--- config.mk ---
export PLATFORM = sky130hd
export DESIGN_NAME = axi_lite_cmd_master
export DESIGN_NICKNAME = d
export VERILOG_FILES = /design/src/rtl/axi_lite_cmd_pkg.sv /design/src/rtl/axi_lite_cmd_master.sv
export SDC_FILE = /design/constraint.sdc
export NUM_CORES = 1
export LEC_CHECK = 0
export ABC_AREA = 1
export BUFFER_PORTS_ARGS = -buffer_cell sky130_fd_sc_hd__buf_2
export CORE_ASPECT_RATIO = 1.75
export CORE_MARGIN = 2
export CORE_UTILIZATION = 40
export DETAILED_ROUTE_END_ITERATION = 10
export PLACE_DENSITY = 0.75
export SLEW_MARGIN = 20
export SYNTH_ARGS = -nofsm -noshare
export SYNTH_HDL_FRONTEND = slang
export SYNTH_SLANG_ARGS = --single-unit
--- constraint.sdc ---
create_clock -name axi_aclk -period 4.2 [get_ports axi_aclk]
set_input_delay 0.84 -clock axi_aclk [delete_from_list [all_inputs] [get_ports axi_aclk]]
set_output_delay 0.84 -clock axi_aclk [all_outputs]
set_load 0.05 [all_outputs]
--- src/rtl/axi_lite_cmd_pkg.sv ---
// Shared types and response codes for the AXI4-Lite command master.
package axi_lite_cmd_pkg;

    typedef enum logic [2:0] {
        S_IDLE,
        S_WR_REQ,
        S_WR_RESP,
        S_RD_REQ,
        S_RD_DATA,
        S_DONE
    } state_t;

    localparam logic [1:0] RESP_OKAY   = 2'b00;
    localparam logic [1:0] RESP_DECERR = 2'b11;

endpackage

--- src/rtl/axi_lite_cmd_master.sv ---
// AXI4-Lite single-outstanding command master.
// Turns one upstream command (read or write) into one AXI4-Lite transaction
// and reports completion with a one-cycle rsp_valid pulse.
// Optional build macro AXI_CMD_TIMEOUT_EN adds a slave-stall watchdog that
// aborts a transaction after TIMEOUT_CYCLES busy cycles with a DECERR code.
module axi_lite_cmd_master
    import axi_lite_cmd_pkg::*;
#(
    parameter int C_AXI_ADDR_WIDTH = 16,
    parameter int TIMEOUT_CYCLES   = 1024
) (
    input  logic                        axi_aclk,
    input  logic                        axi_areset,
    input  logic                        cmd_valid,
    output logic                        cmd_ready,
    input  logic                        cmd_write,
    input  logic [C_AXI_ADDR_WIDTH-1:0] cmd_addr,
    input  logic [31:0]                 cmd_wdata,
    input  logic [3:0]                  cmd_wstrb,
    output logic                        rsp_valid,
    output logic [31:0]                 rsp_rdata,
    output logic [1:0]                  rsp_resp,
    output logic [C_AXI_ADDR_WIDTH-1:0] axi_awaddr,
    output logic                        axi_awvalid,
    input  logic                        axi_awready,
    output logic [31:0]                 axi_wdata,
    output logic [3:0]                  axi_wstrb,
    output logic                        axi_wvalid,
    input  logic                        axi_wready,
    input  logic [1:0]                  axi_bresp,
    input  logic                        axi_bvalid,
    output logic                        axi_bready,
    output logic [C_AXI_ADDR_WIDTH-1:0] axi_araddr,
    output logic                        axi_arvalid,
    input  logic                        axi_arready,
    input  logic [31:0]                 axi_rdata,
    input  logic [1:0]                  axi_rresp,
    input  logic                        axi_rvalid,
    output logic                        axi_rready
);

    state_t                      state_q;
    logic                        rsp_valid_q;
    logic [31:0]                 rsp_rdata_q;
    logic [1:0]                  rsp_resp_q;
    logic [C_AXI_ADDR_WIDTH-1:0] awaddr_q;
    logic                        awvalid_q;
    logic [31:0]                 wdata_q;
    logic [3:0]                  wstrb_q;
    logic                        wvalid_q;
    logic                        bready_q;
    logic [C_AXI_ADDR_WIDTH-1:0] araddr_q;
    logic                        arvalid_q;
    logic                        rready_q;

`ifdef AXI_CMD_TIMEOUT_EN
    localparam int TIMER_W = $clog2(TIMEOUT_CYCLES + 1);
    localparam logic [TIMER_W-1:0] TIMER_LAST = TIMER_W'(TIMEOUT_CYCLES - 1);
    logic [TIMER_W-1:0] timer_q;
`else
    // TIMEOUT_CYCLES only matters in the watchdog build; tie it off here.
    logic unused_timeout;
    assign unused_timeout = (TIMEOUT_CYCLES != 0);
`endif

    // Accept only while idle, and never while reset is held.
    assign cmd_ready   = (state_q == S_IDLE) && !axi_areset;
    assign rsp_valid   = rsp_valid_q;
    assign rsp_rdata   = rsp_rdata_q;
    assign rsp_resp    = rsp_resp_q;
    assign axi_awaddr  = awaddr_q;
    assign axi_awvalid = awvalid_q;
    assign axi_wdata   = wdata_q;
    assign axi_wstrb   = wstrb_q;
    assign axi_wvalid  = wvalid_q;
    assign axi_bready  = bready_q;
    assign axi_araddr  = araddr_q;
    assign axi_arvalid = arvalid_q;
    assign axi_rready  = rready_q;

    // Transaction FSM: every AXI and response output is a register updated here.
    always_ff @(posedge axi_aclk or posedge axi_areset) begin
        if (axi_areset) begin
            state_q     <= S_IDLE;
            rsp_valid_q <= 1'b0;
            rsp_rdata_q <= '0;
            rsp_resp_q  <= RESP_OKAY;
            awaddr_q    <= '0;
            awvalid_q   <= 1'b0;
            wdata_q     <= '0;
            wstrb_q     <= '0;
            wvalid_q    <= 1'b0;
            bready_q    <= 1'b0;
            araddr_q    <= '0;
            arvalid_q   <= 1'b0;
            rready_q    <= 1'b0;
`ifdef AXI_CMD_TIMEOUT_EN
            timer_q     <= '0;
`endif
        end else begin
            rsp_valid_q <= 1'b0;
            case (state_q)
                S_IDLE: begin
                    if (cmd_valid) begin
                        if (cmd_write) begin
                            awaddr_q  <= cmd_addr;
                            wdata_q   <= cmd_wdata;
                            wstrb_q   <= cmd_wstrb;
                            awvalid_q <= 1'b1;
                            wvalid_q  <= 1'b1;
                            state_q   <= S_WR_REQ;
                        end else begin
                            araddr_q  <= cmd_addr;
                            arvalid_q <= 1'b1;
                            state_q   <= S_RD_REQ;
                        end
`ifdef AXI_CMD_TIMEOUT_EN
                        timer_q <= '0;
`endif
                    end
                end
                S_WR_REQ: begin
                    if (axi_awready) begin
                        awvalid_q <= 1'b0;
                    end
                    if (axi_wready) begin
                        wvalid_q <= 1'b0;
                    end
                    if ((!awvalid_q || axi_awready) && (!wvalid_q || axi_wready)) begin
                        bready_q <= 1'b1;
                        state_q  <= S_WR_RESP;
                    end
                end
                S_WR_RESP: begin
                    if (axi_bvalid) begin
                        bready_q    <= 1'b0;
                        rsp_rdata_q <= '0;
                        rsp_resp_q  <= axi_bresp;
                        state_q     <= S_DONE;
                    end
                end
                S_RD_REQ: begin
                    if (axi_arready) begin
                        arvalid_q <= 1'b0;
                        rready_q  <= 1'b1;
                        state_q   <= S_RD_DATA;
                    end
                end
                S_RD_DATA: begin
                    if (axi_rvalid) begin
                        rready_q    <= 1'b0;
                        rsp_rdata_q <= axi_rdata;
                        rsp_resp_q  <= axi_rresp;
                        state_q     <= S_DONE;
                    end
                end
                S_DONE: begin
                    rsp_valid_q <= 1'b1;
                    state_q     <= S_IDLE;
                end
                default: begin
                    state_q <= S_IDLE;
                end
            endcase
`ifdef AXI_CMD_TIMEOUT_EN
            // A stalled slave overrides whatever the state logic decided above.
            if (state_q inside {S_WR_REQ, S_WR_RESP, S_RD_REQ, S_RD_DATA}) begin
                if (timer_q == TIMER_LAST) begin
                    awvalid_q   <= 1'b0;
                    wvalid_q    <= 1'b0;
                    bready_q    <= 1'b0;
                    arvalid_q   <= 1'b0;
                    rready_q    <= 1'b0;
                    rsp_rdata_q <= '0;
                    rsp_resp_q  <= RESP_DECERR;
                    state_q     <= S_DONE;
                end else begin
                    timer_q <= timer_q + 1'b1;
                end
            end
`endif
        end
    end

endmodule

==> results by group, run 1 <==
Placement
  • Quantity of I/O buffers inserted on ports: 205
  • Count of placed standard cells including taps: 811
  • Final GP Congestion: 0.798
  • Detailed Place HPWL: 8070 um

Timing
  • Least-Margin Pin Slew: 0.979 ns
  • Max_slew headroom: 34.7%
  • Setup repair after global routing missed its margin: no
  • Post-route minimum period: 2.35 ns
  • Peak clock frequency supported by timing: 425 MHz
  • Period Utilization, post-route: 56.0%
  • Final Skew: 0.00644 ns
  • Final sum of negative setup slack: 0 ns
  • WHS: 0.482 ns
  • Hold Violations, Final: 0
  • Number of pins with negative max-slew slack in the final report: 0
  • Final setup violation count: 0

Clock network
  • Post-CTS Hold Buffers: 0
  • Clk pin slew, worst setup/hold paths: 0.07 ns
  • TritonCTS clock tree: done
  • CTS HTree Levels: 3
  • Setup Buffers After CTS: 0
  • Clock sink count: 111
  • Number of CTS-inserted buffers: 9
  • Maximum buffer depth of the clock tree: 2
  • Count of cells resized by post-cts repair: 0
  • Cell at the root of the clock tree: clkbuf_16
  • Insertion delay to the later sink of the worst-skew pair: 0.34 ns

Worst setup path
  • Category of the worst setup path capture point: output port
  • Worst-path cell chain: nor4_1 -> buf_2
  • Kind of start point of the critical path: flip-flop
  • Stage delay of the slowest cell on the critical path: 0.56 ns
  • RR Endpoint: axi_wdata[18]
  • Critical path's slowest cell: dfrtp_1
  • Kind of cell with the highest combined delay on the critical path: flip-flops
  • Largest fanout of any net on the critical path: 12
  • Worst reg2reg startpoint: state_q[2]
  • Cell count of the worst reg-to-reg path: 3
  • Path type of the worst setup path: flip-flop to output port
  • Worst-case register-to-register setup slack: 1.91 ns
  • Worst endpoint data arrival time: 1.51 ns
  • Data required time at the worst endpoint: 3.36 ns
  • Buf+Inv Stages, Crit Path: 1

Synth
  • Part of the Yosys area used for sequential elements: 61.4%
  • Syn Inst Count: 499
  • Area of the mapped netlist: 0.00452 mm^2
  • Mean cell area of the mapped netlist: 9.06 um^2
  • Synthesized flop and latch total: 111
  • Synthesis Warnings: 0
  • Distinct cells, synth: 26
  • Syn_nets: 596

Min path
  • Terminating pin of the worst hold path: axi_araddr[4]
  • Number of stages on the worst hold path: 2
  • Worst min-delay path class: flip-flop to flip-flop
  • Hold Startpoint: axi_araddr[4]

Finish
  • Synthesis-to-layout area growth: 30.9%
  • Net count of the finished layout: 788
  • Antenna Cells: 0
  • Ratio of cells with drive above 1 in the final layout: 33.6%
  • Post-Layout Cell Count: 828
  • Core Util, Final: 53.3%

Routing
  • DRC violations left: 0
  • Routed length per instance: 13.1 um
  • DRC marker count from the first detailed-route iteration: 141
  • Number of vias per cell after detailed routing: 4.73
  • Final wirelength: 10,900 um
  • Routed via count: 3,917
  • Post-DRT Antenna Nets: 0
  • Total iterations of the first detailed-routing run: 5

Floorplanning
  • Total die area: 0.0122 mm^2
  • Chip Width: 84.4 um
  • Core Footprint: 0.0111 mm^2
  • Number of ports placed on the die boundary: 206
  • Die Span Y: 145 um
  • Initial Util: 40.7%
  • Number of core rows: 51

Global routing
  • Initial antenna violation count: 0
  • First-pass GRT wire length: 17,500 um
  • Global-route usage over all layers: 17.7%
  • Pin count of the biggest net entering global routing: 108
  • Via count of the first global-routing pass: 3,873
  • Remaining global-route overflow: 0

Power and ir drop
  • Peak ir drop on the vdd network: 0.000497 V
  • Total leakage power: 3.50 nW
  • Design Power: 5.36 mW
  • Power Dens Cells: 906 mW/mm^2

Status
  • Result of the run: finished, final reports clean

Run
  • Number of max-cap violations: 0
[registers in the layout, summed over array words and instances (netlist names)]
name         flops
axi_wdata       32
rsp_rdata       32
axi_araddr      16
axi_awaddr      16
axi_wstrb        4
state_q          3
rsp_resp         2
axi_arvalid      1
axi_awvalid      1
axi_bready       1
axi_rready       1
axi_wvalid       1
rsp_valid        1
[per-stage QoR]
step	setup WS [ns]	area, um^2
2_1_floorplan	0.429	4520
3_3_place_gp	1.91	5610
3_5_place_dp	1.75	5610
4_1_cts	1.84	5900
5_1_grt	1.60	5920
6_report	1.85	5920
[synth_stat cells (all sizes together)]
cell type	count	area share, %
clkbuf	15	1.2
o21ai	137	15
nor2	5	0.64
a22oi	2	0.33
inv	98	8.1
nor3	3	0.69
nor4	1	0.14
a31oi	1	0.14
o211ai	1	0.17
a21oi	1	0.11
buf	11	1.7
nand3b	1	0.17
nand4	1	0.14
dfrtp	111	61
nand3	12	1.4
nand2	99	8.3
[cell type report]
class	instances	area, um^2
sequential	111	2780
clock buffer	11	253
clock inverter	5	41.3
tap	132	165
fill	1019	5180
multi-input combinational	264	1250
inverter	98	370
timing repair buffer	207	1060
[worst register-to-register path, stage by stage, from the launching register on]
cell,delay (ns)
dfrtp_1,0.56
nor3_4,0.34
nand3_4,0.72
o21ai_0,0.56
[cell usage in the layout (no fill, tap or decap), types with 2 or more instances in the layout]
master	netlist	routed
nand2_1	97	97
dfrtp_1	111	111
clkinvlp_4	0	2
clkbuf_16	0	9
a22oi_1	2	2
nand3_1	11	10
buf_2	5	205
o21ai_1	6	6
inv_1	96	95
inv_2	2	2
clkinv_4	0	2
nor2_1	3	3
o21ai_0	131	131
nand2_2	2	2
clkbuf_8	0	2
[cell families after synthesis]
family / Yosys count / share of synthesized area (%)
AND/OR/NAND/NOR: 122 / 11.5
flip-flops: 111 / 61.4
AO/OA/AOI/OAI: 142 / 15.9
buffers and inverters: 124 / 11.1
[how the worst max path moves through the flow]
| stage | startpoint | cells after the start | end | slack [ns] |
|---|---|---|---|---|
| floorplan | axi_areset | 1 | axi_araddr[0] | 0.43 |
| global placement | axi_rvalid | 3 | rsp_rdata[18] | 1.91 |
| detailed placement | axi_rvalid | 3 | rsp_rdata[18] | 1.75 |
| CTS | state_q[2] | 2 | cmd_ready | 1.84 |
| global route | state_q[2] | 3 | axi_wdata[4] | 1.60 |
| finish | state_q[2] | 2 | cmd_ready | 1.85 |
[layer usage]
metal	wire, um	up-vias	global-route usage, %	share of wire [%]
met3	743	12	4.57	6.8
met1	4170	1826	19.8	38
met5	0	-	0	0
met4	184	0	7.27	1.7
met2	5750	146	32.1	53
li1	-	1933	-	-
[power breakdown]
part	switching, mW	total (mW)	internal [mW]	leakage (nW)
Sequential	0.263	1.77	1.51	1.42
Clock	0.378	0.817	0.439	0.138
Combinational	2.20	2.77	0.576	1.94
(Power assumes the default switching activity.)
==> run 2, diff against run 1 <==
PLACE_DENSITY = 0.78   (was 0.75)
clock period = 2 ns   (was 4.2 ns; I/O delays follow)
==> run 2 against run 1 <==
Compared with the run above: hold slack got worse by 0.23 ns; setup slack got worse by 1.8 ns; critical path type unchanged; final cell count rose by 0.36%; largest cell class unchanged; critical path depth did not move; clock skew rose by 0.0023 ns; sequential cell count did not move; combinational power rose by 110%.
==> results by group, run 2 (synthesis results as in run 1) <==
Floorplanning
  • Chip Width: 84.4 um
  • Number of ports placed on the die boundary: 206
  • Initial Util: 40.7%
  • Number of core rows: 51
  • Core Footprint: 0.0111 mm^2
  • Die Span Y: 145 um
  • Total die area: 0.0122 mm^2

Routing
  • DRC marker count from the first detailed-route iteration: 130
  • Final wirelength: 10,700 um
  • DRC violations left: 0
  • Total iterations of the first detailed-routing run: 4
  • Routed length per instance: 12.8 um
  • Number of vias per cell after detailed routing: 4.62
  • Post-DRT Antenna Nets: 0
  • Routed via count: 3,836

Timing
  • Final sum of negative setup slack: 0 ns
  • Setup repair after global routing missed its margin: no
  • Period Utilization, post-route: 97.7%
  • Number of pins with negative max-slew slack in the final report: 0
  • Hold Violations, Final: 0
  • Final Skew: 0.00873 ns
  • Max_slew headroom: 61.0%
  • Final setup violation count: 0
  • Smallest setup slack after layout: 0.0466 ns
  • Least-Margin Pin Slew: 0.585 ns
  • Peak clock frequency supported by timing: 512 MHz
  • WHS: 0.254 ns
  • Post-route minimum period: 1.95 ns

Worst setup path
  • Category of the worst setup path capture point: output port
  • Data required time at the worst endpoint: 1.60 ns
  • Largest fanout of any net on the critical path: 12
  • Worst-case register-to-register setup slack: 0.25 ns
  • Stage delay of the slowest cell on the critical path: 0.57 ns
  • Worst endpoint data arrival time: 1.55 ns
  • Critical path's slowest cell: dfrtp_1
  • Worst Setup EP: cmd_ready
  • Worst-path cell chain: nor4_2 -> buf_2
  • RR Endpoint: rsp_rdata[8]
  • Kind of start point of the critical path: flip-flop
  • Number of stages on the worst setup path: 2
  • Path type of the worst setup path: flip-flop to output port
  • Worst reg2reg startpoint: state_q[1]
  • Kind of cell with the highest combined delay on the critical path: flip-flops
  • Cell count of the worst reg-to-reg path: 7
  • Buf+Inv Stages, Crit Path: 1
  • Critical path startpoint: state_q[2]

Clock network
  • CTS HTree Levels: 3
  • Clock sink count: 111
  • Maximum buffer depth of the clock tree: 2
  • Setup Buffers After CTS: 0
  • Number of CTS-inserted buffers: 9
  • Cell at the root of the clock tree: clkbuf_16
  • Post-CTS Hold Buffers: 0
  • Count of cells resized by post-cts repair: 0
  • Insertion delay to the later sink of the worst-skew pair: 0.34 ns
  • Clk pin slew, worst setup/hold paths: 0.08 ns
  • TritonCTS clock tree: done

Status
  • Result of the run: finished, final reports clean

Finish
  • Layout filler cell count: 1,072
  • Antenna Cells: 0
  • Core Util, Final: 53.6%
  • Post-Layout Cell Count: 831
  • Combined area of the multi-input logic cells: 0.00125 mm^2
  • Area of all placed cells without fillers: 0.00595 mm^2
  • Most frequent cells in the layout: buf_2 (205), o21ai_0 (131), dfrtp_1 (111)
  • Net count of the finished layout: 791
  • Ratio of cells with drive above 1 in the final layout: 33.9%
  • Sequential cell area: 0.00278 mm^2
  • Synthesis-to-layout area growth: 31.6%
  • Most common library cell in the layout ignoring fill and taps: buf_2

Global routing
  • Initial antenna violation count: 0
  • Via count of the first global-routing pass: 3,586
  • Remaining global-route overflow: 0
  • Global-route usage over all layers: 17.2%
  • First-pass GRT wire length: 16,900 um
  • Pin count of the biggest net entering global routing: 112

Min path
  • Worst min-delay path class: primary input to flip-flop
  • Hold Startpoint: axi_awready

Placement
  • Detailed Place HPWL: 7730 um
  • Count of placed standard cells including taps: 815
  • Placed Area: 0.00566 mm^2
  • Quantity of I/O buffers inserted on ports: 205
  • Pre-CTS setup slack: 0.286 ns
  • Final GP Congestion: 0.800

Power and ir drop
  • Total leakage power: 3.52 nW
  • Design Power: 11.3 mW
  • Power Dens Cells: 1890 mW/mm^2
  • Peak ir drop on the vdd network: 0.00109 V

Run
  • Number of max-cap violations: 0
## run 2: how the worst min path moves through the flow
stage | endpoint | cells past startpoint
after floorplan | axi_arvalid | 1
after global placement | axi_araddr[0] | 2
after detailed placement | axi_bready | 2
after CTS | axi_awvalid | 2
after global routing | axi_awvalid | 2
final | axi_awvalid | 2
## run 2: worst reg2reg max path, delay by kind of cell (launching register included)
kind | cells | cell delay, ns
flip-flops | 1 | 0.64
AND/OR/NAND/NOR | 3 | 0.38
AO/OA/AOI/OAI | 2 | 0.27
buffers and inverters | 2 | 0.38
## run 2: layer usage
layer,track usage [%],routed length [um],part of all wire [%]
met5,0,0,0
met4,5.51,118,1.1
met3,4.17,677,6.3
met2,29.8,5510,52
met1,21.3,4370,41
## run 2: power breakdown
| group | total, mW | switching (mW) | internal [mW] |
|---|---|---|---|
| Combinational | 5.81 | 4.58 | 1.23 |
| Sequential | 3.71 | 0.549 | 3.16 |
| Clock | 1.74 | 0.840 | 0.903 |
| Total | 11.3 | 5.97 | 5.30 |
## run 2: area by class of cell
type / count / share of cell area [%]
Timing Repair Buffer: 210 / 18.3
Tap cell: 132 / 2.78
Clock inverter: 6 / 0.862
Multi-Input combinational cell: 264 / 21.1
Sequential cell: 111 / 46.7
Clock buffer: 10 / 4.02
Inverter: 98 / 6.25
